[config.mk]
export PLATFORM = sky130hd
export DESIGN_NAME = scr1_trace_sched
export DESIGN_NICKNAME = d
export VERILOG_FILES = /design/src/rtl/scr1_trace_pkg.sv /design/src/rtl/scr1_trace_fifo.sv /design/src/rtl/scr1_trace_sched.sv
export SDC_FILE = /design/constraint.sdc
export NUM_CORES = 1
export LEC_CHECK = 0
export ABC_AREA = 0
export BUFFER_PORTS_ARGS = -buffer_cell sky130_fd_sc_hd__buf_2
export CELL_PAD_IN_SITES_DETAIL_PLACEMENT = 0
export CELL_PAD_IN_SITES_GLOBAL_PLACEMENT = 1
export CORE_UTILIZATION = 49
export CTS_BUF_LIST = sky130_fd_sc_hd__clkbuf_8 sky130_fd_sc_hd__clkbuf_16
export DETAILED_ROUTE_END_ITERATION = 12
export PLACE_DENSITY = 0.74
export SETUP_SLACK_MARGIN = 0.2
export SLEW_MARGIN = 20
export SYNTH_ARGS = -nofsm -noshare
export SYNTH_HDL_FRONTEND = slang
export SYNTH_SLANG_ARGS = --single-unit
[constraint.sdc]
create_clock -name clk -period 5.1 [get_ports clk]
set_clock_uncertainty 0.05 [all_clocks]
set_input_delay 0.765 -clock clk [delete_from_list [all_inputs] [get_ports clk]]
set_output_delay 0.765 -clock clk [all_outputs]
set_load 0.03 [all_outputs]
[src/rtl/scr1_trace_pkg.sv]
// scr1_trace_pkg: shared types and constants for the trace-event scheduler.
//   type_scr1_trace_rec_e  record type carried on the output stream
//   type_scr1_trace_rec_s  one buffered/emitted trace record
//   type_scr1_trace_fsm_e  scheduler capture state
//   SCR1_TRACE_CSR_*       CSR index encoding of csr_upd_idx
package scr1_trace_pkg;

  typedef enum logic [1:0] {
    MPRF = 2'd0,
    CSR  = 2'd1,
    LOSS = 2'd2
  } type_scr1_trace_rec_e;

  typedef struct packed {
    type_scr1_trace_rec_e rec_type;
    logic [4:0]           tag;
    logic [31:0]          data;
  } type_scr1_trace_rec_s;

  typedef enum logic [1:0] {
    TRC_OFF   = 2'd0,
    TRC_RUN   = 2'd1,
    TRC_DRAIN = 2'd2
  } type_scr1_trace_fsm_e;

  localparam logic [2:0] SCR1_TRACE_CSR_MSTATUS  = 3'd0;
  localparam logic [2:0] SCR1_TRACE_CSR_MTVEC    = 3'd1;
  localparam logic [2:0] SCR1_TRACE_CSR_MIE      = 3'd2;
  localparam logic [2:0] SCR1_TRACE_CSR_MIP      = 3'd3;
  localparam logic [2:0] SCR1_TRACE_CSR_MEPC     = 3'd4;
  localparam logic [2:0] SCR1_TRACE_CSR_MCAUSE   = 3'd5;
  localparam logic [2:0] SCR1_TRACE_CSR_MBADADDR = 3'd6;
  localparam logic [2:0] SCR1_TRACE_CSR_RSVD     = 3'd7;

  // x0 writes carry no information and are never traced
  localparam logic [4:0] SCR1_TRACE_MPRF_X0 = 5'd0;

endpackage

[src/rtl/scr1_trace_fifo.sv]
// scr1_trace_fifo: small synchronous FIFO of trace records, no bypass.
//   clk, rst_n  clock, asynchronous active-low reset (empties the FIFO)
//   push        write push_rec; taken when not full, or when full and popped
//   push_rec    record to write
//   pop         drop the head entry (ignored when empty)
//   full/empty  occupancy flags
//   head        oldest entry (valid when !empty)
module scr1_trace_fifo
  import scr1_trace_pkg::*;
#(
  parameter int DEPTH = 4
)(
  input  logic                 clk,
  input  logic                 rst_n,
  input  logic                 push,
  input  type_scr1_trace_rec_s push_rec,
  input  logic                 pop,
  output logic                 full,
  output logic                 empty,
  output type_scr1_trace_rec_s head
);

  localparam int PTR_W = $clog2(DEPTH);
  localparam int CNT_W = PTR_W + 1;

  type_scr1_trace_rec_s mem_r [DEPTH];
  logic [PTR_W-1:0]     wr_ptr_r;
  logic [PTR_W-1:0]     rd_ptr_r;
  logic [CNT_W-1:0]     cnt_r;
  logic                 pop_s;
  logic                 wr_s;

  assign full  = (cnt_r == CNT_W'(DEPTH));
  assign empty = (cnt_r == '0);
  assign head  = mem_r[rd_ptr_r];

  // a pop frees the slot in the same cycle, so a full FIFO still accepts
  assign pop_s = pop & ~empty;
  assign wr_s  = push & (~full | pop_s);

  // storage array; contents are don't-care while unoccupied
  always_ff @(posedge clk) begin
    if (wr_s) begin
      mem_r[wr_ptr_r] <= push_rec;
    end
  end

  // pointers and occupancy; pointers wrap naturally (DEPTH is a power of 2)
  always_ff @(posedge clk or negedge rst_n) begin
    if (!rst_n) begin
      wr_ptr_r <= '0;
      rd_ptr_r <= '0;
      cnt_r    <= '0;
    end else begin
      if (wr_s) begin
        wr_ptr_r <= wr_ptr_r + PTR_W'(1);
      end
      if (pop_s) begin
        rd_ptr_r <= rd_ptr_r + PTR_W'(1);
      end
      case ({wr_s, pop_s})
        2'b10:   cnt_r <= cnt_r + CNT_W'(1);
        2'b01:   cnt_r <= cnt_r - CNT_W'(1);
        default: cnt_r <= cnt_r;
      endcase
    end
  end

endmodule

[src/rtl/scr1_trace_sched.sv]
// scr1_trace_sched: captures MPRF write-back and CSR update events into two
// FIFOs and merges them round-robin onto one valid/ready record stream.
// Overflows are counted (drop_cnt) and reported in-band by a LOSS record.
//   trc_en                   capture enable (level, registered effect)
//   mprf_wr_*                MPRF write-back events (x0 ignored)
//   csr_upd_*                CSR update events (index 7 ignored)
//   out_vld/out_rdy          output handshake; fields held while stalled
//   out_type/out_tag/out_data  record contents
//   drop_cnt                 saturating count of dropped events since reset
//   busy                     scheduler is not OFF
module scr1_trace_sched
  import scr1_trace_pkg::*;
#(
  parameter int FIFO_DEPTH = 4,
  parameter int DROP_CNT_W = 8
)(
  input  logic                  clk,
  input  logic                  rst_n,
  input  logic                  trc_en,
  input  logic                  mprf_wr_en,
  input  logic [4:0]            mprf_wr_addr,
  input  logic [31:0]           mprf_wr_data,
  input  logic                  csr_upd_en,
  input  logic [2:0]            csr_upd_idx,
  input  logic [31:0]           csr_upd_data,
  output logic                  out_vld,
  input  logic                  out_rdy,
  output logic [1:0]            out_type,
  output logic [4:0]            out_tag,
  output logic [31:0]           out_data,
  output logic [DROP_CNT_W-1:0] drop_cnt,
  output logic                  busy
);

  // saturating add of 0..2 drops to a counter
  function automatic logic [DROP_CNT_W-1:0] sat_add(input logic [DROP_CNT_W-1:0] base,
                                                    input logic [1:0]            inc);
    logic [DROP_CNT_W:0] sum;
    sum = {1'b0, base} + {{(DROP_CNT_W-1){1'b0}}, inc};
    if (sum[DROP_CNT_W]) begin
      sat_add = '1;
    end else begin
      sat_add = sum[DROP_CNT_W-1:0];
    end
  endfunction

  type_scr1_trace_fsm_e state_r, state_nxt_s;
  logic                 capture_s, busy_nxt_s, busy_r;
  type_scr1_trace_rec_s mprf_rec_s, csr_rec_s, mprf_head_s, csr_head_s;
  type_scr1_trace_rec_s out_rec_r, out_rec_nxt_s;
  logic                 out_vld_r, out_vld_nxt_s;
  logic                 mprf_full_s, mprf_empty_s, csr_full_s, csr_empty_s;
  logic                 mprf_req_s, csr_req_s, mprf_push_s, csr_push_s;
  logic                 mprf_drop_s, csr_drop_s;
  logic [1:0]           drop_inc_s;
  logic                 load_s, gnt_loss_s, gnt_mprf_s, gnt_csr_s;
  logic                 last_grant_csr_r;
  logic [DROP_CNT_W-1:0] loss_pend_r, drop_cnt_r;

  // FSM state register
  always_ff @(posedge clk or negedge rst_n) begin
    if (!rst_n) begin
      state_r <= TRC_OFF;
      busy_r  <= 1'b0;
    end else begin
      state_r <= state_nxt_s;
      busy_r  <= busy_nxt_s;
    end
  end

  // FSM next-state logic
  always_comb begin
    state_nxt_s = state_r;
    case (state_r)
      TRC_OFF: begin
        if (trc_en) state_nxt_s = TRC_RUN;
        else        state_nxt_s = TRC_OFF;
      end
      TRC_RUN: begin
        if (!trc_en) state_nxt_s = TRC_DRAIN;
        else         state_nxt_s = TRC_RUN;
      end
      TRC_DRAIN: begin
        if (trc_en) begin
          state_nxt_s = TRC_RUN;
        end else if (mprf_empty_s && csr_empty_s && (loss_pend_r == '0) && !out_vld_r) begin
          state_nxt_s = TRC_OFF;
        end else begin
          state_nxt_s = TRC_DRAIN;
        end
      end
      default: state_nxt_s = TRC_OFF;
    endcase
  end

  // FSM outputs: capture only in RUN; busy follows the next state so it is registered
  always_comb begin
    capture_s  = 1'b0;
    busy_nxt_s = 1'b1;
    case (state_r)
      TRC_RUN: capture_s = 1'b1;
      default: capture_s = 1'b0;
    endcase
    if (state_nxt_s == TRC_OFF) busy_nxt_s = 1'b0;
    else                        busy_nxt_s = 1'b1;
  end

  // capture qualification and drop detection
  always_comb begin
    mprf_req_s  = capture_s & mprf_wr_en & (mprf_wr_addr != SCR1_TRACE_MPRF_X0);
    csr_req_s   = capture_s & csr_upd_en & (csr_upd_idx != SCR1_TRACE_CSR_RSVD);
    mprf_push_s = mprf_req_s & (~mprf_full_s | gnt_mprf_s);
    csr_push_s  = csr_req_s & (~csr_full_s | gnt_csr_s);
    mprf_drop_s = mprf_req_s & ~mprf_push_s;
    csr_drop_s  = csr_req_s & ~csr_push_s;
    drop_inc_s  = {1'b0, mprf_drop_s} + {1'b0, csr_drop_s};
    mprf_rec_s  = '{rec_type: MPRF, tag: mprf_wr_addr, data: mprf_wr_data};
    csr_rec_s   = '{rec_type: CSR, tag: {2'b00, csr_upd_idx}, data: csr_upd_data};
  end

  // arbiter: pending loss first, then round-robin between non-empty FIFOs
  always_comb begin
    load_s     = ~out_vld_r | out_rdy;
    gnt_loss_s = 1'b0;
    gnt_mprf_s = 1'b0;
    gnt_csr_s  = 1'b0;
    if (!load_s) begin
      gnt_loss_s = 1'b0;
    end else if (loss_pend_r != '0) begin
      gnt_loss_s = 1'b1;
    end else if (!mprf_empty_s && !csr_empty_s) begin
      if (last_grant_csr_r) gnt_mprf_s = 1'b1;
      else                  gnt_csr_s  = 1'b1;
    end else if (!mprf_empty_s) begin
      gnt_mprf_s = 1'b1;
    end else if (!csr_empty_s) begin
      gnt_csr_s = 1'b1;
    end else begin
      gnt_loss_s = 1'b0;
    end
  end

  // next output-register contents
  always_comb begin
    out_rec_nxt_s = out_rec_r;
    out_vld_nxt_s = out_vld_r;
    if (load_s) begin
      out_vld_nxt_s = gnt_loss_s | gnt_mprf_s | gnt_csr_s;
      if (gnt_loss_s) begin
        out_rec_nxt_s = '{rec_type: LOSS, tag: 5'd0, data: 32'(loss_pend_r)};
      end else if (gnt_mprf_s) begin
        out_rec_nxt_s = mprf_head_s;
      end else if (gnt_csr_s) begin
        out_rec_nxt_s = csr_head_s;
      end else begin
        out_rec_nxt_s = out_rec_r;
      end
    end else begin
      out_vld_nxt_s = out_vld_r;
    end
  end

  // output register, round-robin pointer and loss/drop counters
  always_ff @(posedge clk or negedge rst_n) begin
    if (!rst_n) begin
      out_rec_r        <= '0;
      out_vld_r        <= 1'b0;
      last_grant_csr_r <= 1'b1;
      loss_pend_r      <= '0;
      drop_cnt_r       <= '0;
    end else begin
      out_rec_r  <= out_rec_nxt_s;
      out_vld_r  <= out_vld_nxt_s;
      drop_cnt_r <= sat_add(drop_cnt_r, drop_inc_s);
      if (gnt_mprf_s || gnt_csr_s) begin
        last_grant_csr_r <= gnt_csr_s;
      end
      // drops in the emitting cycle start a fresh pending count
      if (gnt_loss_s) begin
        loss_pend_r <= sat_add('0, drop_inc_s);
      end else begin
        loss_pend_r <= sat_add(loss_pend_r, drop_inc_s);
      end
    end
  end

  scr1_trace_fifo #(.DEPTH(FIFO_DEPTH)) u_mprf_fifo (
    .clk      (clk),
    .rst_n    (rst_n),
    .push     (mprf_push_s),
    .push_rec (mprf_rec_s),
    .pop      (gnt_mprf_s),
    .full     (mprf_full_s),
    .empty    (mprf_empty_s),
    .head     (mprf_head_s)
  );

  scr1_trace_fifo #(.DEPTH(FIFO_DEPTH)) u_csr_fifo (
    .clk      (clk),
    .rst_n    (rst_n),
    .push     (csr_push_s),
    .push_rec (csr_rec_s),
    .pop      (gnt_csr_s),
    .full     (csr_full_s),
    .empty    (csr_empty_s),
    .head     (csr_head_s)
  );

  assign out_vld  = out_vld_r;
  assign out_type = out_rec_r.rec_type;
  assign out_tag  = out_rec_r.tag;
  assign out_data = out_rec_r.data;
  assign drop_cnt = drop_cnt_r;
  assign busy     = busy_r;

endmodule
==> flow_metrics.tcl <==
set metrics [dict create \
    outcome "completed" \
    ff2ff_path_depth 14 \
    cts_buffers 38 \
    vias 7267 \
    initialDrtViolationCount 672 \
    peakVddDrop_mv 0.447 \
    endpoint "loss_pend_r[0]" \
    syn-cell-area_sq_um 14100 \
    root_buffer "clkbuf_16" \
    ant_nets 0 \
    timing.final.crit_share_pct 80.6 \
    grt_pass1_vias 7421 \
    dieArea_sq_um 29500 \
    setup_tns_ps 0 \
    final_nets 1013 \
    diodes 0 \
    synth_area_leaders "edfxtp_1 61%, dfrtp_1 13%, mux4_2 11%, ha_1 1.3%, nor2_1 1.3%" \
    syn_inst 765 \
    first_pass_iters 5 \
    routed_wirelength_um 28200 \
    grt_pass1_wl_um 43400 \
    cp-end-kind "flip-flop" \
    gp_congestion 0.847 \
    cts_buffer_depth 3 \
    clock.fmax_mhz 243 \
    area_growth_pct 17.8 \
    io_pins 127 \
    required_ps 5510 \
    p_int_mw 6.55 \
    p_comb_share_pct 26.4 \
    hold_viol 0 \
    crit_start "u_mprf_fifo.cnt_r[0]" \
    grt_usage_pct 20.2 \
    syn_nets 862 \
    setup_viol 0 \
    yosysMostFrequentCell "edfxtp_1" \
    ys.flop_type "edfxtp_1" \
    p_per_area_nw_per_um2 568 \
    power.total_mw 9.44 \
    cp_max_fo 31 \
    worstSetupStartpointType "flip-flop" \
    port_buffers 126 \
    grt_max_degree 47 \
    clock-sinks 362 \
    whs_ps 148 \
    overflow 0 \
    synth_top_area_cell "edfxtp_1" \
    avgViaCountPerCell 5.50 \
    cts_setup_buffers 0 \
    start_util_pct 50.2 \
    antenna_found_initial 0 \
    synth_warnings 0 \
    cts_max_level 2 \
    switching_share_pct 30.6 \
    tightest_slew_ps 1010 \
    drive_above_1_share_pct 31.5 \
    relSlewSlack_pct 32.6 \
    pwr-share-clk_pct 31.8 \
    hpwlAfterDp_um 18300 \
    r2r-end "loss_pend_r[0]" \
    leakagePower_nw 6.05 \
    num_rows 61 \
    drc 0 \
    clk_latency_ps 520 \
    synth.avg_cell_area_sq_um 18.4 \
    yosys-top-cells-count "288 x edfxtp_1, 73 x dfrtp_1, 72 x mux4_2" \
    post-place-ws_ps 964 \
    synth_seq_cells 362 \
    cts_resized 0 \
    r2r_start "u_mprf_fifo.cnt_r[0]" \
    wl_per_cell_um 21.4 \
    seqPwrFrac_pct 41.8 \
    crit_arrival_ps 4520 \
    min_period_ps 4110 \
    tritoncts "built" \
    hp-class "input port to asynchronous set/reset pin" \
    clk_pin_slew_worst_paths_ps 60 \
    ys_types 47 \
    ys_seq_area_share_pct 74.5 \
    crit_type "flip-flop to flip-flop" \
    synth_top_area_share_pct 61.3 \
    maxSlewViolCount 0 \
    async_flop_share_pct 20.4 \
    cts_hold_buf 0 \
    die_h_um 172 \
    rsz0062_at_grt "no" \
    synth_edf_count 288 \
    fin_ws_ps 988 \
    reg2reg_slack_ps 990 \
    die_w_um 172 \
    core_sq_um 28100 \
    switchingPower_mw 2.89 \
    drv_cap 0 \
]
==> worst max-delay path, stage by stage (launching register included) <==
cell      delay, ps
dfrtp_1         410
or3_1           460
o21ai_1         450
or3_1           200
buf_4           350
clkinv_2        100
nor3_1          290
ha_1            240
ha_1            180
inv_1            60
fa_1            440
nor2_1          270
nand3_1         270
nand2_1         140
o22a_1          130
==> layout by cell type, fill, tap and decap left out, types with 7 or more instances in the layout <==
cell type	count
clkinv_2	7
a21oi_1	12
dfrtp_1	71
clkbuf_16	39
nor2_1	49
o21ai_0	10
edfxtp_1	288
bufinv_16	9
nand3_1	31
nand2_1	44
a31oi_1	29
mux4_2	72
buf_4	20
xor2_1	9
buf_2	125
ha_1	15
xnor2_1	10
inv_1	20
==> power groups by stage <==
| stage | sequential (mW) | clock [mW] | combinational, mW |
|---|---|---|---|
| 2_1_floorplan | 4.17 | 0 | 1.55 |
| 3_3_place_gp | 4.00 | 0 | 2.51 |
| 3_5_place_dp | 4.01 | 0 | 2.53 |
| 4_1_cts | 3.95 | 3.06 | 2.54 |
| 5_1_grt | 4.00 | 3.18 | 2.69 |
| 6_report | 3.95 | 3.00 | 2.49 |
==> state kept, by name, summed over array words and instances (netlist names), 2 cells and up <==
signal,count
u_mprf_fifo.cnt_r,3
u_csr_fifo.wr_ptr_r,2
u_csr_fifo.cnt_r,3
u_mprf_fifo.wr_ptr_r,2
loss_pend_r,8
out_data,32
state_r,2
out_type,2
u_mprf_fifo.rd_ptr_r,2
drop_cnt,8
u_csr_fifo.mem_r,140
out_tag,5
u_mprf_fifo.mem_r,148
u_csr_fifo.rd_ptr_r,2
==> worst min path at each step <==
| stage | from | end | slack (ps) | cells past startpoint |
|---|---|---|---|---|
| floorplan | rst_n | busy | 420 | 0 |
| global placement | out_type[1] | out_type[1] | 410 | 2 |
| detailed placement | out_type[1] | out_type[1] | 410 | 2 |
| CTS | rst_n | out_data[1] | 160 | 1 |
| global route | rst_n | out_tag[3] | 170 | 1 |
| finish | rst_n | out_tag[3] | 150 | 1 |
==> cell type report <==
type                    count  area, sq um
fillers                  2188        11500
flip-flops and latches    362        10500
multi-input cells         350         3390
clock buffers              44         1040
repair buffers            145          776
well taps                 378          473
clock inverters            24          347
inverters                  19         72.6
==> routing by layer <==
metal	track usage [%]	routed length, um	vias to the layer above
li1	-	-	3314
met1	27.5	11900	3677
met2	32.9	13800	227
met3	4.19	1730	49
met4	6.56	728	0
met5	0	0	-
==> metrics by stage <==
step                utilization (%)  instances  area (sq um)
floorplan                         -        765         14100
global placement               54.2       1254         15200
detailed placement             54.2       1254         15200
CTS                            59.1       1322         16600
global route                   59.1       1322         16600
finish                         59.1       1322         16600
==> logic make-up (layout without fill, tap and decap cells) <==
family                     count (synthesis)  count (layout)  synth area share, %
DFF                                      362             362                 74.5
adders and majority gates                 19              19                 1.90
xor gates and xnor gates                  19              19                 1.18
AOI/OAI and AO/OA                         75              75                 3.73
and+or+nand+nor                          157             157                 5.04
muxes                                     80              80                 12.1
buffers and inverters                     53             232                 1.61
(Power assumes the default switching activity.)
